File: config.mk
export PLATFORM = sky130hd
export DESIGN_NAME = button_conditioner
export DESIGN_NICKNAME = d
export VERILOG_FILES = /design/src/rtl/calc_pkg.sv /design/src/rtl/debounce_channel.sv /design/src/rtl/button_conditioner.sv
export SDC_FILE = /design/constraint.sdc
export NUM_CORES = 1
export LEC_CHECK = 0
export CORE_MARGIN = 2
export CORE_UTILIZATION = 58
export DETAILED_ROUTE_END_ITERATION = 10
export PLACE_DENSITY = 0.73
export SLEW_MARGIN = 20
export SYNTH_ARGS = -nofsm -noshare
export SYNTH_HDL_FRONTEND = slang
export SYNTH_HIERARCHICAL = 1
export SYNTH_SLANG_ARGS = --single-unit
File: constraint.sdc
create_clock -name clk -period 5.15 [get_ports clk]
set_clock_uncertainty 0.15 [all_clocks]
set_input_delay 1.03 -clock clk [delete_from_list [all_inputs] [get_ports clk]]
set_output_delay 1.03 -clock clk [all_outputs]
set_load 0.005 [all_outputs]
File: src/rtl/calc_pkg.sv
// Shared types and constants for the calculator front end.
// Channel FSM encoding, button index map and the default debounce window.
package calc_pkg;

  typedef enum logic [1:0] {
    LOW       = 2'd0,
    WAIT_HIGH = 2'd1,
    HIGH      = 2'd2,
    WAIT_LOW  = 2'd3
  } btn_state_t;

  localparam int BTN_INC_A = 0;
  localparam int BTN_INC_B = 1;
  localparam int BTN_OP    = 2;
  localparam int BTN_EQ    = 3;
  localparam int BTN_CLR   = 4;

  localparam int N_BTN_DEFAULT           = 5;
  localparam int DEBOUNCE_CYCLES_DEFAULT = 250000;

endpackage

File: src/rtl/debounce_channel.sv
// One button: 2-flop sync, debounce FSM, registered level/press/release; DEBOUNCE_CYCLES+2 cycles raw-to-output.
// No backpressure: press/release are single-cycle strobes that downstream must take when they occur.
module debounce_channel
  import calc_pkg::*;
#(
  parameter int DEBOUNCE_CYCLES = DEBOUNCE_CYCLES_DEFAULT
) (
  input  logic clk,
  input  logic rst_n,
  input  logic raw,
  output logic level,
  output logic press_pulse,
  output logic release_pulse
);

  localparam int CW = (DEBOUNCE_CYCLES > 1) ? $clog2(DEBOUNCE_CYCLES) : 1;
  localparam logic [CW-1:0] CNT_MAX = CW'(DEBOUNCE_CYCLES - 1);

  logic          s1;
  logic          s2;
  btn_state_t    state;
  logic [CW-1:0] cnt;

  always_ff @(posedge clk or negedge rst_n) begin
    if (!rst_n) begin
      s1 <= 1'b0;
      s2 <= 1'b0;
    end else begin
      s1 <= raw;
      s2 <= s1;
    end
  end

  // cnt only advances while below CNT_MAX, so it can never wrap.
  always_ff @(posedge clk or negedge rst_n) begin
    if (!rst_n) begin
      state         <= LOW;
      cnt           <= '0;
      level         <= 1'b0;
      press_pulse   <= 1'b0;
      release_pulse <= 1'b0;
    end else begin
      press_pulse   <= 1'b0;
      release_pulse <= 1'b0;
      case (state)
        LOW: begin
          if (s2) begin
            state <= WAIT_HIGH;
            cnt   <= '0;
          end
        end
        WAIT_HIGH: begin
          if (!s2) begin
            state <= LOW;
            cnt   <= '0;
          end else if (cnt == CNT_MAX) begin
            state       <= HIGH;
            cnt         <= '0;
            level       <= 1'b1;
            press_pulse <= 1'b1;
          end else begin
            cnt <= cnt + CW'(1);
          end
        end
        HIGH: begin
          if (!s2) begin
            state <= WAIT_LOW;
            cnt   <= '0;
          end
        end
        WAIT_LOW: begin
          if (s2) begin
            state <= HIGH;
            cnt   <= '0;
          end else if (cnt == CNT_MAX) begin
            state         <= LOW;
            cnt           <= '0;
            level         <= 1'b0;
            release_pulse <= 1'b1;
          end else begin
            cnt <= cnt + CW'(1);
          end
        end
        default: begin
          state <= LOW;
          cnt   <= '0;
        end
      endcase
    end
  end

endmodule

File: src/rtl/button_conditioner.sv
// Array of independent debounce channels for the calculator push-buttons; DEBOUNCE_CYCLES+2 cycles latency.
// No backpressure: outputs are registered levels and single-cycle press/release strobes.
module button_conditioner
  import calc_pkg::*;
#(
  parameter int N_BTN           = N_BTN_DEFAULT,
  parameter int DEBOUNCE_CYCLES = DEBOUNCE_CYCLES_DEFAULT
) (
  input  logic             clk,
  input  logic             rst_n,
  input  logic [N_BTN-1:0] btn_raw,
  output logic [N_BTN-1:0] btn_level,
  output logic [N_BTN-1:0] btn_press,
  output logic [N_BTN-1:0] btn_release
);

  for (genvar i = 0; i < N_BTN; i++) begin : g_ch
    debounce_channel #(
      .DEBOUNCE_CYCLES(DEBOUNCE_CYCLES)
    ) u_ch (
      .clk          (clk),
      .rst_n        (rst_n),
      .raw          (btn_raw[i]),
      .level        (btn_level[i]),
      .press_pulse  (btn_press[i]),
      .release_pulse(btn_release[i])
    );
  end

endmodule

==> reports/qor.tcl <==
set qor(reg2regPathDepth) 5
set qor(synthesis.area_sq_mm) 0.00663
set qor(postCtsResizedCells) 0
set qor(avgRoutedWirePerCell_um) 16.4
set qor(finalCritPeriodShare_pct) 48.8
set qor(first_global_vias) 5129
set qor(remaining_drc_errors) 0
set qor(placement.io_buffers) 21
set qor(syn-mean-instance-area_sq_um) 9.47
set qor(postSynth.asyncResetShare_pct) 100
set qor(worst_path_dominant_cell_family) {buffers and inverters}
set qor(mappedNetlistNets) 712
set qor(timing.slew.headroom_pct) 44.3
set qor(ant_nets) 0
set qor(multi_input_area_sq_mm) 0.00322
set qor(holdPathEnd) {g_ch[3].u_ch/s2}
set qor(worst_slew_pin_slew_ns) 0.833
set qor(outcome) {finished, final reports clean}
set qor(required_ns) 3.97
set qor(hold_path_startpoint) {g_ch[3].u_ch/s1}
set qor(drt_iter0_drc) 511
set qor(r2r_setup_slack_ns) 2.68
set qor(total_routed_wirelength_mm) 14.4
set qor(drive_above_1_share_pct) 11.7
set qor(muxShareOfSynthArea_pct) 0.472
set qor(die_span_in_x_um) 111
set qor(antenna_cells) 0
set qor(cts_setup_buffers) 0
set qor(placement_rows) 39
set qor(cp_max_fo) 3
set qor(clk_root_buffer_cell) {sky130_fd_sc_hd__clkbuf_16}
set qor(post_synthesis_cell_count) 700
set qor(synth_xor_area_share_pct) 1.72
set qor(timing.critical_path.cells) {clkdlybuf4s50_1}
set qor(fin_crit_ns) 2.51
set qor(initial_core_util_pct) 58.8
set qor(grt_max_degree) 46
set qor(first_pass_grt_wire_length_mm) 24.6
set qor(grt_setup_unrepaired) {no}
set qor(synth-adder-area-share_pct) 0.943
set qor(ys_types) 52
set qor(p_leak_nw) 3.29
set qor(cts-root-to-sink-buffers) 2
set qor(synth_sequential_area_ratio_pct) 47.2
set qor(synth_top_flop_cell) {sky130_fd_sc_hd__dfrtp_1}
set qor(clkTransAtPathRegs_ns) 0.05
set qor(yosys.area_share.simple_pct) 28.3
set qor(place.detailed.instances) 846
set qor(grt_overflow) 0
set qor(cts-hold-fix-buffers) 0
set qor(area_fraction_in_compound_gates_after_synthesis_pct) 17.2
set qor(vdd_drop_max_uv) 308
set qor(num_vias) 5467
set qor(maxSlewViolCount) 0
set qor(worst_path_largest_cell_delay_ns) 0.55
set qor(largest_family_of_logic_cells_by_synthesized_area) {simple AND/OR/NAND/NOR gates}
set qor(yosys_warnings) 6
set qor(die-height_um) 111
set qor(syn2layout_area_growth_pct) 12.6
set qor(critical_path_buf_inv_count) 1
set qor(cts_buffers) 17
set qor(gp_routability_congestion) 0.882
set qor(worst_skew_pair.late_latency_ns) 0.42
set qor(worst-endpoint-arrival_ns) 1.33
set qor(holdPathStages) 0
set qor(drtPass1Iterations) 5
set qor(area.sequential_sq_mm) 0.00313
set qor(timing.final.hold_violations) 0
set qor(vias_per_cell) 6.23
set qor(design.die.area_sq_mm) 0.0123
set qor(number_of_primary_i_o_pins) 22
set qor(grt_use_total_pct) 24.7
set qor(finalSetupViolations) 0
set qor(worstHoldPathType) {reg -> reg}
set qor(timing.rr.start) {g_ch[2].u_ch/cnt[9]}
set qor(max_freq_mhz) 398
set qor(finalNonFillerCells) 878
set qor(core-area_sq_mm) 0.0113
set qor(synth.ff_latch_count) 125
set qor(slowest_stage) {sky130_fd_sc_hd__clkdlybuf4s50_1}
set qor(htree_num_levels) 4
set qor(timing.rr.end) {g_ch[2].u_ch/cnt[6]}
set qor(cellPowerDensity_mw_per_mm2) 311
set qor(finish.net_count) 734
set qor(timing.setup.critical_path_class) {reg -> out}
set qor(cap_viol_max_count) 0
set qor(tns_ns) 0
set qor(cts_sinks) 125
set qor(nFillCells) 878
set qor(antenna_found_initial) 0
set qor(cts_tree) {done}
set qor(synth_edf_count) 0
set qor(critical_path.endpoint_type) {output port}
set qor(place_hpwl_mm) 9.68
set qor(cp-start-kind) {flop}
set qor(layout.cells.most_common_list) {sky130_fd_sc_hd__dfrtp_1 (125), sky130_fd_sc_hd__nand2_1 (72), sky130_fd_sc_hd__o21ai_0 (59)}
set qor(layout.cells.most_common) {sky130_fd_sc_hd__dfrtp_1}
==> stage by stage <==
step | worst slack [ns] | power, W | util [%] | instance area, sq um | hold slack [ns]
CTS | 2.60 | 0.00235 | 66.3 | 7470 | 0.198
floorplan | 2.91 | 0.00109 | - | 6630 | 0.181
detailed placement | 2.73 | 0.00113 | 61.0 | 6870 | 0.186
finish | 2.64 | 0.00232 | 66.3 | 7470 | 0.197
global route | 2.58 | 0.00241 | 66.3 | 7470 | 0.198
global placement | 2.80 | 0.00113 | 61.0 | 6870 | 0.188
==> registers in the layout (all words and copies together) (netlist names), named ones only <==
register and flops:
g_ch.u_ch/cnt 90, g_ch.u_ch/level 5, g_ch.u_ch/press_pulse 5, g_ch.u_ch/release_pulse 5, g_ch.u_ch/s1 5, g_ch.u_ch/s2 5, g_ch.u_ch/state 5
==> worst max-delay path by stage <==
| stage | from | to | slack [ns] | depth (start not counted) |
|---|---|---|---|---|
| finish | g_ch[4].u_ch/level | btn_level[4] | 2.64 | 1 |
| floorplan | g_ch[0].u_ch/cnt[9] | g_ch[0].u_ch/cnt[3] | 2.91 | 6 |
| global route | g_ch[4].u_ch/level | btn_level[4] | 2.58 | 1 |
| global placement | g_ch[2].u_ch/cnt[9] | g_ch[2].u_ch/cnt[8] | 2.80 | 5 |
| CTS | g_ch[4].u_ch/level | btn_level[4] | 2.60 | 1 |
| detailed placement | g_ch[2].u_ch/cnt[9] | g_ch[2].u_ch/cnt[6] | 2.73 | 5 |
==> cells in the mapped netlist (all sizes together), types with 12 or more instances <==
master / n / area [sq um]
a21o: 31 / 233
a21oi: 21 / 105
and2: 12 / 80.1
and3: 24 / 160
buf: 16 / 143
dfrtp: 125 / 3130
inv: 32 / 120
nand2: 72 / 270
nand3: 40 / 200
nand4: 33 / 206
nor2: 33 / 124
nor3: 28 / 140
nor3b: 13 / 97.6
nor4b: 12 / 111
o21ai: 84 / 499
or3: 21 / 136
==> cell type report <==
type,count,area share (%)
timing repair buffer,23,2.98
multi-input combinational,523,43.2
sequential,125,41.9
clock inverter,7,1.47
clock buffer,25,6.50
tap,143,2.40
inverter,32,1.61
==> cell families (layout without fill, tap and decap cells) <==
group | Yosys count | after routing
multiplexers | 3 | 3
XOR/XNOR | 13 | 13
AND/OR/NAND/NOR | 330 | 330
flip-flops | 125 | 125
adder cells (fa/ha/maj) | 5 | 5
AO/OA/AOI/OAI | 172 | 172
buffers and inverters | 52 | 87
==> where the power goes <==
group | switching (W) | internal [W]
clock network | 0.000413 | 0.000795
logic | 0.0000732 | 0.0000318
registers | 0.0000129 | 0.000996
==> metal layers <==
| layer | track usage, % | part of all wire, % | routed length, um | vias to the layer above |
|---|---|---|---|---|
| met3 | 7.49 | 4.9 | 708 | 17 |
| li1 | - | - | - | 2630 |
| met2 | 38.6 | 48 | 6910 | 141 |
| met5 | 0 | 0 | 0 | - |
| met1 | 33.6 | 46 | 6640 | 2679 |
| met4 | 7.00 | 0.99 | 142 | 0 |
(Power assumes the default switching activity.)
